## src/rtl/frame_loader.sv

```systemverilog
// frame_loader
//   Write side of the shared image RAM. Accepts a byte stream of filtered
//   pixels over a valid/ready handshake and writes one complete image into
//   the slot selected when the load was started. The display path reads the
//   same RAM on its own port and is not involved here.
//
// Parameters
//   IMG_W   pixels per line (power of two, >= 2)
//   IMG_H   lines per image (power of two, >= 2)
//   ADDR_W  RAM address width, {slot, y, x}
//
// Ports
//   clk, reset          system clock, asynchronous active-high reset
//   start, slot         load request (IDLE only) and target slot
//   abort               cancel a load in progress, no done pulse
//   s_data/s_valid/s_last/s_ready   pixel stream handshake
//   wr_en/wr_addr/wr_data           RAM write port, one cycle after the beat
//   busy                a load is in progress
//   done                one-cycle pulse alongside the final write
//   err                 sticky framing error of the last frame
module frame_loader #(
  parameter int IMG_W  = 256,
  parameter int IMG_H  = 256,
  parameter int ADDR_W = 2 + $clog2(IMG_W) + $clog2(IMG_H)
) (
  input  logic              clk,
  input  logic              reset,
  input  logic              start,
  input  logic [1:0]        slot,
  input  logic              abort,
  input  logic [7:0]        s_data,
  input  logic              s_valid,
  input  logic              s_last,
  output logic              s_ready,
  output logic              wr_en,
  output logic [ADDR_W-1:0] wr_addr,
  output logic [7:0]        wr_data,
  output logic              busy,
  output logic              done,
  output logic              err
);

  localparam int XW = $clog2(IMG_W);
  localparam int YW = $clog2(IMG_H);

  typedef enum logic {ST_IDLE, ST_RUN} state_t;

  state_t              state_reg, state_next;
  logic [1:0]          slot_reg;
  logic [XW-1:0]       x_reg;
  logic [YW-1:0]       y_reg;
  logic                wr_en_reg;
  logic [ADDR_W-1:0]   wr_addr_reg;
  logic [7:0]          wr_data_reg;
  logic                done_reg;
  logic                err_reg;

  logic                beat;
  logic                x_last;
  logic                at_final;
  logic                frame_end;

  // The state is a single flop, so ready/busy come straight from a register.
  assign s_ready = (state_reg == ST_RUN);
  assign busy    = (state_reg == ST_RUN);

  // Abort takes priority over a beat presented in the same cycle: the sender
  // treats abort as a flush, so that byte is dropped.
  assign beat     = s_valid && s_ready && !abort;
  assign x_last   = (x_reg == XW'(IMG_W - 1));
  assign at_final = x_last && (y_reg == YW'(IMG_H - 1));

  assign wr_en   = wr_en_reg;
  assign wr_addr = wr_addr_reg;
  assign wr_data = wr_data_reg;
  assign done    = done_reg;
  assign err     = err_reg;

  always_ff @(posedge clk or posedge reset) begin
    if (reset) begin
      state_reg <= ST_IDLE;
    end else begin
      state_reg <= state_next;
    end
  end

  always_comb begin
    state_next = state_reg;
    frame_end  = 1'b0;
    case (state_reg)
      ST_IDLE: begin
        // start wins over a simultaneous abort; abort alone does nothing here
        if (start) begin
          state_next = ST_RUN;
        end
      end
      ST_RUN: begin
        if (abort) begin
          state_next = ST_IDLE;
        end else if (beat && (at_final || s_last)) begin
          state_next = ST_IDLE;
          frame_end  = 1'b1;
        end
      end
      default: state_next = ST_IDLE;
    endcase
  end

  always_ff @(posedge clk or posedge reset) begin
    if (reset) begin
      slot_reg    <= '0;
      x_reg       <= '0;
      y_reg       <= '0;
      wr_en_reg   <= 1'b0;
      wr_addr_reg <= '0;
      wr_data_reg <= '0;
      done_reg    <= 1'b0;
      err_reg     <= 1'b0;
    end else begin
      wr_en_reg <= beat;
      done_reg  <= frame_end;

      if (beat) begin
        wr_addr_reg <= ADDR_W'({slot_reg, y_reg, x_reg});
        wr_data_reg <= s_data;
        // The y wrap after the final beat is harmless: the frame ends there
        // and the next start reloads both counters.
        if (x_last) begin
          x_reg <= '0;
          y_reg <= y_reg + 1'b1;
        end else begin
          x_reg <= x_reg + 1'b1;
        end
      end

      if (state_reg == ST_IDLE && start) begin
        slot_reg <= slot;
        x_reg    <= '0;
        y_reg    <= '0;
        err_reg  <= 1'b0;
      end

      // Clean only when s_last coincides exactly with the final position;
      // early s_last (short frame) or missing s_last both flag an error.
      if (frame_end) begin
        err_reg <= !(at_final && s_last);
      end
    end
  end

endmodule

```

## config.mk

```make
export PLATFORM = sky130hd
export DESIGN_NAME = frame_loader
export DESIGN_NICKNAME = d
export VERILOG_FILES = /design/src/rtl/frame_loader.sv
export SDC_FILE = /design/constraint.sdc
export NUM_CORES = 1
export LEC_CHECK = 0
export CAP_MARGIN = 20
export CORE_UTILIZATION = 37
export DETAILED_ROUTE_END_ITERATION = 10
export PLACE_DENSITY_LB_ADDON = 0.05
export SLEW_MARGIN = 10
export SYNTH_ARGS = -nofsm -noshare
export SYNTH_HDL_FRONTEND = slang
export SYNTH_SLANG_ARGS = --single-unit
```

## constraint.sdc

```tcl
create_clock -name clk -period 1.61 [get_ports clk]
set_input_delay 0.161 -clock clk [delete_from_list [all_inputs] [get_ports clk]]
set_output_delay 0.161 -clock clk [all_outputs]
set_load 0.02 [all_outputs]
```

==> run metrics <==
syn avg cell area=9.14 um^2; Slew headroom=78.2%; clk slew on worst S/H paths=0.09 ns; Design Power=2.63 mW; max_cap viols=0; outcome=finished with violations; final hold slack=0.213 ns; Syn. warnings=0; Synth Register Bits=48; CORE AREA=5240 um^2; largest net degree at the start of global routing=49; die width=76.7 um; DRC=0; Power Dens Cells=890 nW/um^2; Layout area overhead=43.1%; DR WL/cell=12.5 um; Max FO, Critical Path=6; clk_skew=0.00615 ns; total wire length=4630 um; period utilization=102%; Yosys top cell by area=dfrtp_1; setup violators final=2; placed cells=361; Post-Syn Nets=244; diode count=0; Port Buf Inserts=46; Fmax=0.611 GHz; peak supply drop=403 uV; num rows=26; # IOs=47; Initial Utilization=39.4%; clk sink count=48; Worst EP required=1.84 ns; Leak Pwr=1.41 nW; violated checks=negative setup slack; antenna violations before repair=0; placed instance area=2810 um^2; post-synthesis cell type count=34; Final Util=56.4%; synth top area cells=dfrtp_1 58%, nand2_1 17%, xnor2_1 2.1%, nor2_1 2.0%, a21oi_1 1.7%; Synth Cell Area=2070 um^2; routability cong.=0.823; DRT Pass-1 Iters=4; TritonCTS Buffers=5; Yosys top cell area share=58.1%; sequential fraction of the synthesis area=58.1%; Final Hold Viols=0; gr ovfl total=0; number of global-route vias before repair=1653; share of layout cells above drive strength 1=17.5%; post-route setup slack=-0.0262 ns; initial DRC count=58; clk_lat worst skew=0.30 ns; Slew Limit Fails=0; CTS tree=built; vias per cell=4.61; DP HPWL=3190 um; Crit. End Element=flop; Crit Path Category=flop to flop; clock buffer depth=2; Tmin final=1.64 ns; Worst Tran Pin Value=0.325 ns; first-pass GRT wire length=7910 um; Die Area=5890 um^2; root buffer cell=clkbuf_8; Post-Layout Cell Count=372; Tot GR Track Use=16.9%; total vias in the final route=1716; min-delay worst type=input pin to asynchronous set/reset pin; Nets=319; startpoint types=flop; RSZ-0062 raised after global routing=true; final instance area=2960 um^2; Routed Antenna Nets=0; worst endpoint data arrival time=1.86 ns; Syn Inst Count=226; flip-flop count of the largest register after layout=18; die height=76.7 um; H-tree depth=2
[cells in the mapped netlist]
cell / count
nand2_1: 92
dfrtp_1: 48
nor2_1: 11
a21oi_1: 7
o21ai_0: 7
clkbuf_1: 6
inv_1: 6
nand3_1: 5
nor4_1: 5
xnor2_1: 5
nand4_1: 4
buf_1: 3
nor3_1: 3
ha_1: 2
or3_1: 2
xor2_1: 2
a211o_2: 1
a211oi_1: 1
a311oi_1: 1
a31o_2: 1
and3_1: 1
and4_2: 1
buf_2: 1
buf_4: 1
mux2i_1: 1
nand2b_1: 1
nand3b_1: 1
nand4_4: 1
nor2b_1: 1
o211ai_1: 1
o31ai_1: 1
o32ai_1: 1
or2_2: 1
or4_4: 1
[worst max-delay path: stages (launching register included)]
cell     delay [ns]
dfrtp_1        0.41
ha_4           0.17
nand3_2        0.09
or4_4          0.45
or3_1          0.32
a21oi_1        0.12
[power breakdown]
part	internal, mW	switching [mW]
clock	0.351	0.388
combinational	0.258	0.282
sequential	1.30	0.0484
total	1.91	0.718
[per-layer routing]
layer	vias to the layer above	GRT usage, %	part of all wire, %
met5	-	0	0
met3	7	3.81	3.8
met1	787	23.0	49
li1	888	-	-
met2	34	26.8	46
met4	0	5.19	1.0
[cells in the final DEF, fill, tap and decap left out, types with 2 or more instances in the layout]
| cell | instances |
|---|---|
| clkbuf_1 | 2 |
| or3_1 | 2 |
| o21ai_0 | 7 |
| a21oi_1 | 7 |
| dfrtp_1 | 47 |
| nand3_1 | 4 |
| nand4_1 | 4 |
| clkbuf_8 | 6 |
| nor4_1 | 4 |
| nor2_1 | 11 |
| clkdlybuf4s50_1 | 46 |
| xor2_1 | 2 |
| inv_1 | 5 |
| nand2_1 | 91 |
| nor3_1 | 3 |
| buf_4 | 32 |
| xnor2_1 | 5 |
[area by class of cell]
class	count	area, um^2
clock buffers	8	90.1
fillers	504	2280
inverters	6	22.5
multi-input cells	161	832
flip-flops and latches	48	1200
well taps	70	87.6
repair buffers	79	721
[path summary, 6_finish.rpt]
| path | startpoint | end | slack, ns | cells after the start |
|---|---|---|---|---|
| max | x_reg[0]$_DFFE_PP0P_ | y_reg[7]$_DFFE_PP0P_ | -0.03 | 5 |
| min | reset | wr_data[5]$_DFFE_PP0P_ | 0.21 | 3 |
| max reg2reg | x_reg[0]$_DFFE_PP0P_ | y_reg[7]$_DFFE_PP0P_ | -0.03 | 5 |
| min reg2reg | wr_addr[17]$_DFFE_PP0P_ | wr_addr[17]$_DFFE_PP0P_ | 0.48 | 2 |
| max in group asynchronous | reset | busy$_DFF_PP0_ | 1.16 | 3 |
| min in group clk | s_data[7] | wr_data[7]$_DFFE_PP0P_ | 0.38 | 3 |
[per-stage QoR]
| stage | worst slack (ns) | setup TNS (ns) |
|---|---|---|
| after floorplan | -0.0537 | -0.107 |
| after global placement | -0.224 | -1.52 |
| after detailed placement | -0.270 | -1.91 |
| after CTS | -0.0154 | -0.0286 |
| after global routing | -0.0662 | -0.152 |
| final | -0.0262 | -0.0512 |
[cell families after synthesis]
group | share of synthesized area [%]
buffers and inverters | 3.33
muxes | 0.485
adders and majority gates | 1.21
AOI/OAI and AO/OA | 6.24
xor gates and xnor gates | 2.97
and+or+nand+nor | 27.6
DFF | 58.1
[timing repair]
item | 4_1_cts | 5_1_grt
gates resized for setup | 3 | 4
buffers inserted | 2 | 1
hold buffers | 0 | 0
pin swaps | 1 | 2
setup endpoints to repair | 2 | 6
Note: power is estimated with default switching activity, not from simulation.
